<file path="config.mk">
export PLATFORM = sky130hd
export DESIGN_NAME = peri_charlieplex_flat
export DESIGN_NICKNAME = d
export VERILOG_FILES = /design/src/rtl/charlieplex_pkg.sv /design/src/rtl/peri_charlieplex_if.sv /design/src/rtl/charlieplex_drive.sv /design/src/rtl/peri_charlieplex.sv /design/src/flat_wrapper.sv
export SDC_FILE = /design/constraint.sdc
export NUM_CORES = 1
export LEC_CHECK = 0
export ABC_CLOCK_PERIOD_IN_PS = 7050
export CAP_MARGIN = 40
export CORE_UTILIZATION = 55
export CTS_CLUSTER_SIZE = 40
export DETAILED_ROUTE_END_ITERATION = 7
export DONT_BUFFER_PORTS = 1
export HOLD_SLACK_MARGIN = 0.1
export PLACE_DENSITY = 0.7
export SLEW_MARGIN = 20
export SYNTH_ARGS = -nofsm -noshare
export SYNTH_HDL_FRONTEND = slang
export SYNTH_SLANG_ARGS = --single-unit
</file>
<file path="constraint.sdc">
create_clock -name clk_i -period 7.05 [get_ports clk_i]
set_clock_uncertainty 0.15 [all_clocks]
set_input_delay 1.0575 -clock clk_i [delete_from_list [all_inputs] [get_ports clk_i]]
set_output_delay 1.0575 -clock clk_i [all_outputs]
set_load 0.05 [all_outputs]
</file>
<file path="src/rtl/charlieplex_pkg.sv">
// Shared definitions for the charlieplexed LED scanner: scan states,
// register map addresses and the pin count.
package charlieplex_pkg;

    localparam int NumPins = 7;

    localparam int RowBase = 0;
    localparam int Ctrl    = 7;
    localparam int Dwell   = 8;
    localparam int Status  = 9;

    typedef enum logic [1:0] {
        IDLE,
        DRIVE,
        BLANK
    } scan_state_t;

    // Row sequencing wraps from the last row back to row 0.
    function automatic logic [2:0] next_row(input logic [2:0] row);
        return (row == 3'(NumPins - 1)) ? 3'd0 : row + 3'd1;
    endfunction

endpackage

</file>
<file path="src/rtl/peri_charlieplex_if.sv">
// Wishbone slave bus bundle for the charlieplex peripheral.
interface peri_charlieplex_if #(
    parameter int AddrW = 4,
    parameter int DataW = 8
);

    logic             wb_stb_i;
    logic             wb_we_i;
    logic [AddrW-1:0] wb_adr_i;
    logic [DataW-1:0] wb_dat_i;
    logic [DataW-1:0] wb_dat_o;
    logic             wb_ack_o;

    modport master (
        output wb_stb_i,
        output wb_we_i,
        output wb_adr_i,
        output wb_dat_i,
        input  wb_dat_o,
        input  wb_ack_o
    );

    modport slave (
        input  wb_stb_i,
        input  wb_we_i,
        input  wb_adr_i,
        input  wb_dat_i,
        output wb_dat_o,
        output wb_ack_o
    );

endinterface

</file>
<file path="src/rtl/charlieplex_drive.sv">
// Maps a row index and its 6-bit LED bitmap onto the 7 tri-state pins.
// The row pin sources current; each lit LED's column pin sinks it. Column
// numbering skips the row pin itself, so bit k lands on pin k below the row
// and pin k+1 at or above it.
module charlieplex_drive
    import charlieplex_pkg::*;
(
    input  logic [2:0]         row,
    input  logic [5:0]         bitmap,
    output logic [NumPins-1:0] pin_o,
    output logic [NumPins-1:0] pin_en
);

    // Build the pin pattern; an out-of-range row leaves every pin floating.
    always_comb begin
        pin_o  = '0;
        pin_en = '0;
        if (row < 3'(NumPins)) begin
            pin_o[row]  = 1'b1;
            pin_en[row] = 1'b1;
            for (int k = 0; k < 6; k++) begin
                if (bitmap[k]) begin
                    if (k < int'(row)) begin
                        pin_en[k] = 1'b1;
                    end else begin
                        pin_en[k+1] = 1'b1;
                    end
                end
            end
        end
    end

endmodule

</file>
<file path="src/rtl/peri_charlieplex.sv">
// Charlieplexed 7-pin LED scanner with a Wishbone register interface.
// Holds the row bitmaps, control and dwell registers, and the scan FSM that
// walks the rows with a one-cycle blanking gap between them.
module peri_charlieplex
    import charlieplex_pkg::*;
#(
    parameter int AddrW      = 4,
    parameter int DataW      = 8,
    parameter int DwellShift = 8
) (
    input  logic               clk_i,
    input  logic               rst_i,
    peri_charlieplex_if.slave  wb,
    output logic [NumPins-1:0] charlieplex_o,
    output logic [NumPins-1:0] charlieplex_en_o
);

    localparam int CntW = 8 + DwellShift;

    logic [AddrW-1:0]   adr;
    logic               bus_req;
    logic               ack_q;
    logic [DataW-1:0]   dat_q;
    logic [7:0]         rd_data;
    logic               adr_is_row;

    logic [5:0]         row_regs [NumPins];
    logic               ctrl_en;
    logic [7:0]         dwell_reg;

    scan_state_t        state;
    logic [2:0]         row_idx;
    logic [CntW-1:0]    dwell_cnt;
    logic [CntW-1:0]    dwell_load;
    logic [5:0]         shadow;

    logic [2:0]         entry_row;
    logic [2:0]         drv_row;
    logic [5:0]         drv_bits;
    logic [NumPins-1:0] drv_o;
    logic [NumPins-1:0] drv_en;

    assign adr          = wb.wb_adr_i;
    assign bus_req      = wb.wb_stb_i && !ack_q;
    assign adr_is_row   = (adr < AddrW'(NumPins));
    assign wb.wb_ack_o  = ack_q;
    assign wb.wb_dat_o  = dat_q;

    // Row on-time minus one: (DWELL + 1) << shift, less one for the down-counter.
    assign dwell_load = (CntW'(dwell_reg) << DwellShift)
                      | ((CntW'(1) << DwellShift) - CntW'(1));

    // A new row is entered from IDLE at row 0, or from BLANK at the following row.
    assign entry_row = (state == BLANK) ? next_row(row_idx) : 3'd0;

    // While driving, keep showing the latched shadow; otherwise preview the row about to start.
    always_comb begin
        drv_row  = entry_row;
        drv_bits = row_regs[entry_row];
        if (state == DRIVE) begin
            drv_row  = row_idx;
            drv_bits = shadow;
        end
    end

    charlieplex_drive u_drive (
        .row    (drv_row),
        .bitmap (drv_bits),
        .pin_o  (drv_o),
        .pin_en (drv_en)
    );

    // Register read multiplexer; unmapped addresses and unused bits read as zero.
    always_comb begin
        rd_data = 8'h00;
        if (adr_is_row) begin
            rd_data = {2'b00, row_regs[adr[2:0]]};
        end else if (adr == AddrW'(Ctrl)) begin
            rd_data = {7'b0, ctrl_en};
        end else if (adr == AddrW'(Dwell)) begin
            rd_data = dwell_reg;
        end else if (adr == AddrW'(Status)) begin
            rd_data = {(state != IDLE), 4'b0000, row_idx};
        end
    end

    // Bus side: single-cycle ack, write on the ack edge, read data captured on the same edge.
    always_ff @(posedge clk_i) begin
        if (rst_i) begin
            ack_q     <= 1'b0;
            dat_q     <= '0;
            row_regs  <= '{default: '0};
            ctrl_en   <= 1'b0;
            dwell_reg <= 8'h00;
        end else begin
            ack_q <= bus_req;
            dat_q <= bus_req ? DataW'(rd_data) : '0;
            if (bus_req && wb.wb_we_i) begin
                if (adr_is_row) begin
                    row_regs[adr[2:0]] <= wb.wb_dat_i[5:0];
                end else if (adr == AddrW'(Ctrl)) begin
                    ctrl_en <= wb.wb_dat_i[0];
                end else if (adr == AddrW'(Dwell)) begin
                    dwell_reg <= wb.wb_dat_i[7:0];
                end
            end
        end
    end

    // Scan FSM with registered pin outputs; disabling drops straight back to IDLE.
    always_ff @(posedge clk_i) begin
        if (rst_i) begin
            state            <= IDLE;
            row_idx          <= 3'd0;
            dwell_cnt        <= '0;
            shadow           <= 6'd0;
            charlieplex_o    <= '0;
            charlieplex_en_o <= '0;
        end else begin
            case (state)
                IDLE: begin
                    row_idx          <= 3'd0;
                    dwell_cnt        <= '0;
                    charlieplex_o    <= '0;
                    charlieplex_en_o <= '0;
                    if (ctrl_en) begin
                        state            <= DRIVE;
                        row_idx          <= entry_row;
                        shadow           <= drv_bits;
                        dwell_cnt        <= dwell_load;
                        charlieplex_o    <= drv_o;
                        charlieplex_en_o <= drv_en;
                    end
                end
                DRIVE: begin
                    if (!ctrl_en) begin
                        state            <= IDLE;
                        row_idx          <= 3'd0;
                        dwell_cnt        <= '0;
                        charlieplex_o    <= '0;
                        charlieplex_en_o <= '0;
                    end else if (dwell_cnt == '0) begin
                        state            <= BLANK;
                        charlieplex_o    <= '0;
                        charlieplex_en_o <= '0;
                    end else begin
                        dwell_cnt        <= dwell_cnt - CntW'(1);
                        charlieplex_o    <= drv_o;
                        charlieplex_en_o <= drv_en;
                    end
                end
                BLANK: begin
                    if (!ctrl_en) begin
                        state            <= IDLE;
                        row_idx          <= 3'd0;
                        dwell_cnt        <= '0;
                        charlieplex_o    <= '0;
                        charlieplex_en_o <= '0;
                    end else begin
                        state            <= DRIVE;
                        row_idx          <= entry_row;
                        shadow           <= drv_bits;
                        dwell_cnt        <= dwell_load;
                        charlieplex_o    <= drv_o;
                        charlieplex_en_o <= drv_en;
                    end
                end
                default: begin
                    state            <= IDLE;
                    row_idx          <= 3'd0;
                    dwell_cnt        <= '0;
                    charlieplex_o    <= '0;
                    charlieplex_en_o <= '0;
                end
            endcase
        end
    end

endmodule

</file>
<file path="src/flat_wrapper.sv">
// flat-port wrapper written by rule: the top's interface ports become plain ports
module peri_charlieplex_flat import charlieplex_pkg::*;
#(
    parameter int AddrW      = 4,
    parameter int DataW      = 8,
    parameter int DwellShift = 8
)
  (clk_i, rst_i, charlieplex_o, charlieplex_en_o, wb_wb_stb_i, wb_wb_we_i, wb_wb_adr_i, wb_wb_dat_i, wb_wb_dat_o, wb_wb_ack_o);
  peri_charlieplex_if #(.AddrW(AddrW), .DataW(DataW)) wb_i ();
  input  logic clk_i;
  input  logic rst_i;
  output logic [NumPins-1:0] charlieplex_o;
  output logic [NumPins-1:0] charlieplex_en_o;
  input wire logic [$bits(wb_i.wb_stb_i)-1:0] wb_wb_stb_i;
  input wire logic [$bits(wb_i.wb_we_i)-1:0] wb_wb_we_i;
  input wire logic [$bits(wb_i.wb_adr_i)-1:0] wb_wb_adr_i;
  input wire logic [$bits(wb_i.wb_dat_i)-1:0] wb_wb_dat_i;
  output wire logic [$bits(wb_i.wb_dat_o)-1:0] wb_wb_dat_o;
  output wire logic [$bits(wb_i.wb_ack_o)-1:0] wb_wb_ack_o;
  assign wb_i.wb_stb_i = wb_wb_stb_i;
  assign wb_i.wb_we_i = wb_wb_we_i;
  assign wb_i.wb_adr_i = wb_wb_adr_i;
  assign wb_i.wb_dat_i = wb_wb_dat_i;
  assign wb_wb_dat_o = wb_i.wb_dat_o;
  assign wb_wb_ack_o = wb_i.wb_ack_o;
  peri_charlieplex #(.AddrW(AddrW), .DataW(DataW), .DwellShift(DwellShift)) u_core (.clk_i(clk_i), .rst_i(rst_i), .wb(wb_i), .charlieplex_o(charlieplex_o), .charlieplex_en_o(charlieplex_en_o));
endmodule
</file>
==> flow_summary.json, run 1 <==
{
  "arrival_ns": 3.11,
  "violations": "design-rule violations",
  "fp.dieW_um": 98.0,
  "r2r.worst_path.cells": 9,
  "syn_to_final_growth_pct": 3.68,
  "grt_pass1_vias": 3775,
  "io_buffers": 0,
  "core_area_um2": 8810,
  "final_cell_area_um2": 5250,
  "grt_start_max_net_pins": 64,
  "antenna_found_initial": 0,
  "reg.largest.list": "u_core.row_regs x42, u_core.dwell_cnt x16",
  "start_kind": "register",
  "relSlewSlack": 0.452,
  "viasPerCell": 6.28,
  "hp-start": "u_core.shadow[4]$_SDFFE_PP0P_",
  "cts_made_buffers": 9,
  "min_path_type": "register to register",
  "setup_tns_ns": 0,
  "pwr_density_cell_nw_per_um2": 188,
  "wl_per_cell_um": 19.6,
  "io_pins": 39,
  "final_nets": 563,
  "ant_nets": 0,
  "routabilityCongestion": 0.858,
  "ys_seq_area_frac": 0.399,
  "synth_common_cells": "dfxtp_1, nor2_1, mux2i_1",
  "grt_pass1_wl_um": 20900,
  "clockBufferDepth": 2,
  "num_rows": 34,
  "synthDistinctLibCells": 72,
  "async_reset_ff_frac": 0,
  "crit_path_end_kind": "register",
  "setup_viol": 0,
  "fin_crit_sh": 0.426,
  "rsz0062_at_grt": "no",
  "worst_slack_ns": 4.05,
  "cts_max_level": 3,
  "syn-num-nets": 585,
  "route.detailed.drc": 5,
  "insertion_delay_ns": 0.37,
  "status": "finished, violations left",
  "critPathKind": "register to register",
  "drive_gt1_frac": 0.103,
  "yosysTopAreaCellShare": 0.399,
  "num_antenna_cells": 0,
  "cp.required_ns": 7.15,
  "cts.hold.buffers_added": 0,
  "max_freq_ghz": 0.333,
  "postCtsSetupBuffers": 0,
  "period_minus_slack_ns": 3.00,
  "drv_slew": 0,
  "synth_area_leaders": "dfxtp_1, mux2i_1, nor2_1",
  "cts.clk_slew.worst_paths_ns": 0.09,
  "initial_core_util": 0.575,
  "r2r-start": "u_core.dwell_cnt[0]$_SDFFE_PP0P_",
  "finalHoldViolCount": 0,
  "final_util": 0.597,
  "synth_ff_type": "dfxtp_1",
  "synth_area_per_cell_um2": 8.92,
  "routed_wl_um": 12900,
  "post-synth-top-area-cell": "dfxtp_1",
  "vdd_drop_max_v": 0.000113,
  "cap_violations": 0,
  "track_usage": 0.279,
  "yosys_warnings": 0,
  "largest_register": "u_core.row_regs",
  "ys_seq_elements": 101,
  "pre_cts_ws_ns": 4.03,
  "whs_path_depth": 2,
  "cts-resized-gates": 0,
  "cts_tree": "done",
  "die-height_um": 98.0,
  "first_pass_iters": 7,
  "dieArea_um2": 9600,
  "drt_iter0_drc": 330,
  "leakagePower_nw": 1.92,
  "grt_overflow": 0,
  "placed_area_um2": 5040,
  "crit_start": "u_core.dwell_cnt[0]$_SDFFE_PP0P_",
  "numClockSinks": 101,
  "vias": 4141,
  "netlist_instances": 568,
  "synth.most_common_cell": "dfxtp_1",
  "synth-edff-count": 0,
  "syn_area_um2": 5070,
  "worstPathMaxFanout": 12,
  "dp_hpwl_um": 9140,
  "root_buffer": "clkbuf_8",
  "tightestPinTransition_ns": 0.817,
  "largest_reg_flops": 42
}
## report_power, final
group          total [mW]  switching (mW)  leakage [nW]  internal (mW)
sequential          0.577         0.00414         0.814          0.573
clock               0.384           0.206         0.102          0.179
combinational      0.0253          0.0127          1.01         0.0126
## through the flow
| stage | cells | power (mW) | hold WS [ns] |
|---|---|---|---|
| CTS | 658 | 0.991 | 0.315 |
| detailed placement | 642 | 0.615 | 0.297 |
| finish | 659 | 0.986 | 0.317 |
| global placement | 641 | 0.614 | 0.286 |
| floorplan | 568 | 0.624 | 0.282 |
| global route | 659 | 1.02 | 0.331 |
## final cells by class
type / count / area, um2
Sequential cell: 101 / 2020
Timing Repair Buffer: 4 / 27.5
Tap cell: 108 / 135
Clock inverter: 5 / 66.3
Inverter: 14 / 52.6
Fill cell: 796 / 3550
Multi-Input combinational cell: 416 / 2810
Clock buffer: 11 / 141
## kinds of logic after synthesis
kind of cell	count (synthesis)	synth area share
adders and majority gates	1	0.00247
DFF	101	0.399
xor gates and xnor gates	13	0.0225
AOI/OAI and AO/OA	118	0.167
buffers and inverters	51	0.0467
muxes	75	0.157
and+or+nand+nor	209	0.205
## placed cells by master (no fill, tap or decap), types with 6 or more instances in the layout
cell type	Yosys	final
o21ai_0	17	17
mux2i_1	66	66
clkbuf_8	2	10
nand2_1	42	42
dfxtp_1	101	101
a21oi_1	32	32
xnor2_1	10	10
nand3_1	7	7
nand2b_1	7	7
o22ai_1	6	6
a22oi_1	15	15
nor2_1	95	95
nor2b_1	9	9
inv_1	13	13
mux2_2	6	6
## per-layer routing
layer | up-vias | routed length, um | global-route usage
li1 | 1975 | - | -
met4 | 0 | 314 | 0.103
met3 | 22 | 802 | 0.0709
met5 | - | 0 | 0
met1 | 1975 | 6100 | 0.400
met2 | 169 | 5690 | 0.404
## worst paths after layout
kind / end / slack [ns]
setup / recovery: u_core.charlieplex_en_o[6]$_SDFF_PP0_ / 4.05
hold / removal: u_core.shadow[4]$_SDFFE_PP0P_ / 0.32
setup reg to reg: u_core.charlieplex_en_o[6]$_SDFF_PP0_ / 4.05
hold reg to reg: u_core.shadow[4]$_SDFFE_PP0P_ / 0.32
## critical path: stages (launching register included)
cell     delay [ns]
dfxtp_1        0.33
inv_1          0.09
ha_1           0.19
or3b_2         0.51
nor4_4         0.31
a31oi_1        0.17
o21ai_2        0.50
inv_1          0.16
and3_1         0.19
or2_2          0.28
Note: power is estimated with default switching activity, not from simulation.
==> run 2, diff against run 1 <==
ABC_CLOCK_PERIOD_IN_PS = 2800   (was 7050)
clock period = 2.8 ns   (was 7.05 ns; I/O delays follow)
==> flow_summary.json, run 2 (synthesis results as in run 1) <==
{
  "setup_tns_ns": 0,
  "core_area_um2": 8810,
  "routed_wl_um": 13700,
  "path_cells": "inv_1 -> ha_1 -> or3b_2 -> nor4_4 -> nand3_1 -> nor2_1 -> a211o_1 -> nor2_1",
  "switching_share": 0.253,
  "p_comb_frac": 0.047,
  "final_cell_mix": "dfxtp_1, nor2_1, mux2i_1",
  "power_switching_uw": 619,
  "max_freq_ghz": 0.394,
  "cap_violations": 0,
  "grt_pass1_vias": 4049,
  "min_path_type": "primary input to register",
  "fin_crit_sh": 0.907,
  "relSlewSlack": 0.475,
  "instances_no_fill": 688,
  "cp.required_ns": 2.90,
  "cp_num_buf_inv": 1,
  "crit_path_end_kind": "register",
  "dp_hpwl_um": 9650,
  "track_usage": 0.295,
  "r2r.worst_path.cells": 8,
  "insertion_delay_ns": 0.38,
  "power.total_mw": 2.45,
  "numClockSinks": 101,
  "leakagePower_nw": 2.06,
  "largest_register": "u_core.row_regs",
  "wl_per_cell_um": 19.9,
  "r2r-start": "u_core.dwell_cnt[0]$_SDFFE_PP0P_",
  "final_util": 0.624,
  "drt_iter0_drc": 383,
  "seqPwrFrac": 0.592,
  "start_kind": "register",
  "finalHoldViolCount": 0,
  "postCtsSetupBuffers": 0,
  "critPathKind": "register to register",
  "drv_slew": 0,
  "num_rows": 34,
  "cts_made_buffers": 9,
  "cts.clk_slew.worst_paths_ns": 0.11,
  "io_buffers": 0,
  "drive_gt1_frac": 0.128,
  "clkPwrFrac": 0.362,
  "routabilityCongestion": 0.948,
  "dp_cells": 657,
  "antenna_found_initial": 0,
  "cts-resized-gates": 0,
  "syn_to_final_growth_pct": 8.49,
  "reg.largest.list": "u_core.row_regs x42, u_core.dwell_cnt x16",
  "crit_family": "simple AND/OR/NAND/NOR gates",
  "grt_overflow": 0,
  "viasPerCell": 6.26,
  "vdd_drop_max_v": 0.000294,
  "setup_viol": 0,
  "dieArea_um2": 9600,
  "violations": "design-rule violations",
  "first_pass_iters": 7,
  "nFillCells": 774,
  "vias": 4308,
  "hold_end": "u_core.wb.wb_ack_o$_SDFF_PP0_",
  "hp-start": "rst_i",
  "num_antenna_cells": 0,
  "arrival_ns": 2.64,
  "period_minus_slack_ns": 2.54,
  "route.detailed.drc": 5,
  "grt_start_max_net_pins": 61,
  "tightestPinTransition_ns": 0.786,
  "whs_path_depth": 2,
  "cts.hold.buffers_added": 13,
  "grt_pass1_wl_um": 22000,
  "cts_tree": "done",
  "clockBufferDepth": 2,
  "status": "finished, violations left",
  "timing.rr.end": "u_core.dwell_cnt[15]$_SDFFE_PP0P_",
  "initial_core_util": 0.575,
  "root_buffer": "clkbuf_8",
  "critical_path.most_common_cell": "nor2_1",
  "intPower_mw": 1.83,
  "final_nets": 592,
  "fp.dieW_um": 98.0,
  "pwr_density_cell_nw_per_um2": 446,
  "die-height_um": 98.0,
  "slowest_delay_ns": 0.52,
  "final_common_cell": "dfxtp_1",
  "cts_max_level": 3,
  "largest_reg_flops": 42,
  "ant_nets": 0,
  "hold_slack_ns": 0.118,
  "io_pins": 39,
  "rsz0062_at_grt": "no",
  "regToRegSetupSlack_ns": 0.26,
  "slowest_stage": "or3b_2",
  "worstPathMaxFanout": 13
}
==> run 2: changes by cell type in the layout (fill, tap and decap cells not counted) <==
cell	delta
inv_6	+1
buf_4	+15
clkinv_2	+2
clkbuf_1	-1
dlygate4sd3_1	+13
clkinv_4	-1
bufinv_16	-1
clkbuf_8	-1
inv_8	+1
buf_16	+1
==> run 2: worst max path at each step <==
stage          depth (start not counted)                              from                                    end  slack [ns]
2_1_floorplan                          9  u_core.dwell_cnt[0]$_SDFFE_PP0P_  u_core.charlieplex_en_o[6]$_SDFF_PP0_        0.42
3_3_place_gp                           8  u_core.dwell_cnt[0]$_SDFFE_PP0P_      u_core.dwell_cnt[13]$_SDFFE_PP0P_        0.39
3_5_place_dp                           8  u_core.dwell_cnt[0]$_SDFFE_PP0P_      u_core.dwell_cnt[15]$_SDFFE_PP0P_        0.29
4_1_cts                                8  u_core.dwell_cnt[0]$_SDFFE_PP0P_      u_core.dwell_cnt[15]$_SDFFE_PP0P_        0.27
5_1_grt                                8  u_core.dwell_cnt[0]$_SDFFE_PP0P_      u_core.dwell_cnt[14]$_SDFFE_PP0P_        0.04
6_report                               8  u_core.dwell_cnt[0]$_SDFFE_PP0P_      u_core.dwell_cnt[15]$_SDFFE_PP0P_        0.26
==> run 2: through the flow <==
stage	worst slack, ns	instance area [um2]
after floorplan	0.422	5070
after global placement	0.386	5150
after detailed placement	0.290	5150
after CTS	0.270	5480
after global routing	0.0372	5500
final	0.260	5500
==> run 2: area by class of cell <==
class	count	area [um2]	area share
timing repair buffer	33	298	0.0542
clock buffer	9	124	0.0225
tap	108	135	0.0246
sequential	101	2020	0.368
clock inverter	7	57.6	0.0105
multi-input combinational	416	2810	0.511
inverter	14	52.6	0.00956
==> run 2: metal layers <==
| metal | up-vias | wire [um] | global-route usage |
|---|---|---|---|
| li1 | 2043 | - | - |
| met3 | 27 | 986 | 0.0687 |
| met4 | 0 | 344 | 0.108 |
| met5 | - | 0 | 0 |
| met2 | 176 | 6250 | 0.452 |
| met1 | 2062 | 6090 | 0.403 |
==> run 2: power groups by stage <==
| stage | clock network (mW) | logic [mW] | registers (mW) |
|---|---|---|---|
| 2_1_floorplan | 0 | 0.0881 | 1.48 |
| 6_report | 0.886 | 0.115 | 1.45 |
| 3_5_place_dp | 0 | 0.0690 | 1.48 |
| 5_1_grt | 0.957 | 0.122 | 1.45 |
| 4_1_cts | 0.894 | 0.112 | 1.45 |
| 3_3_place_gp | 0 | 0.0680 | 1.48 |
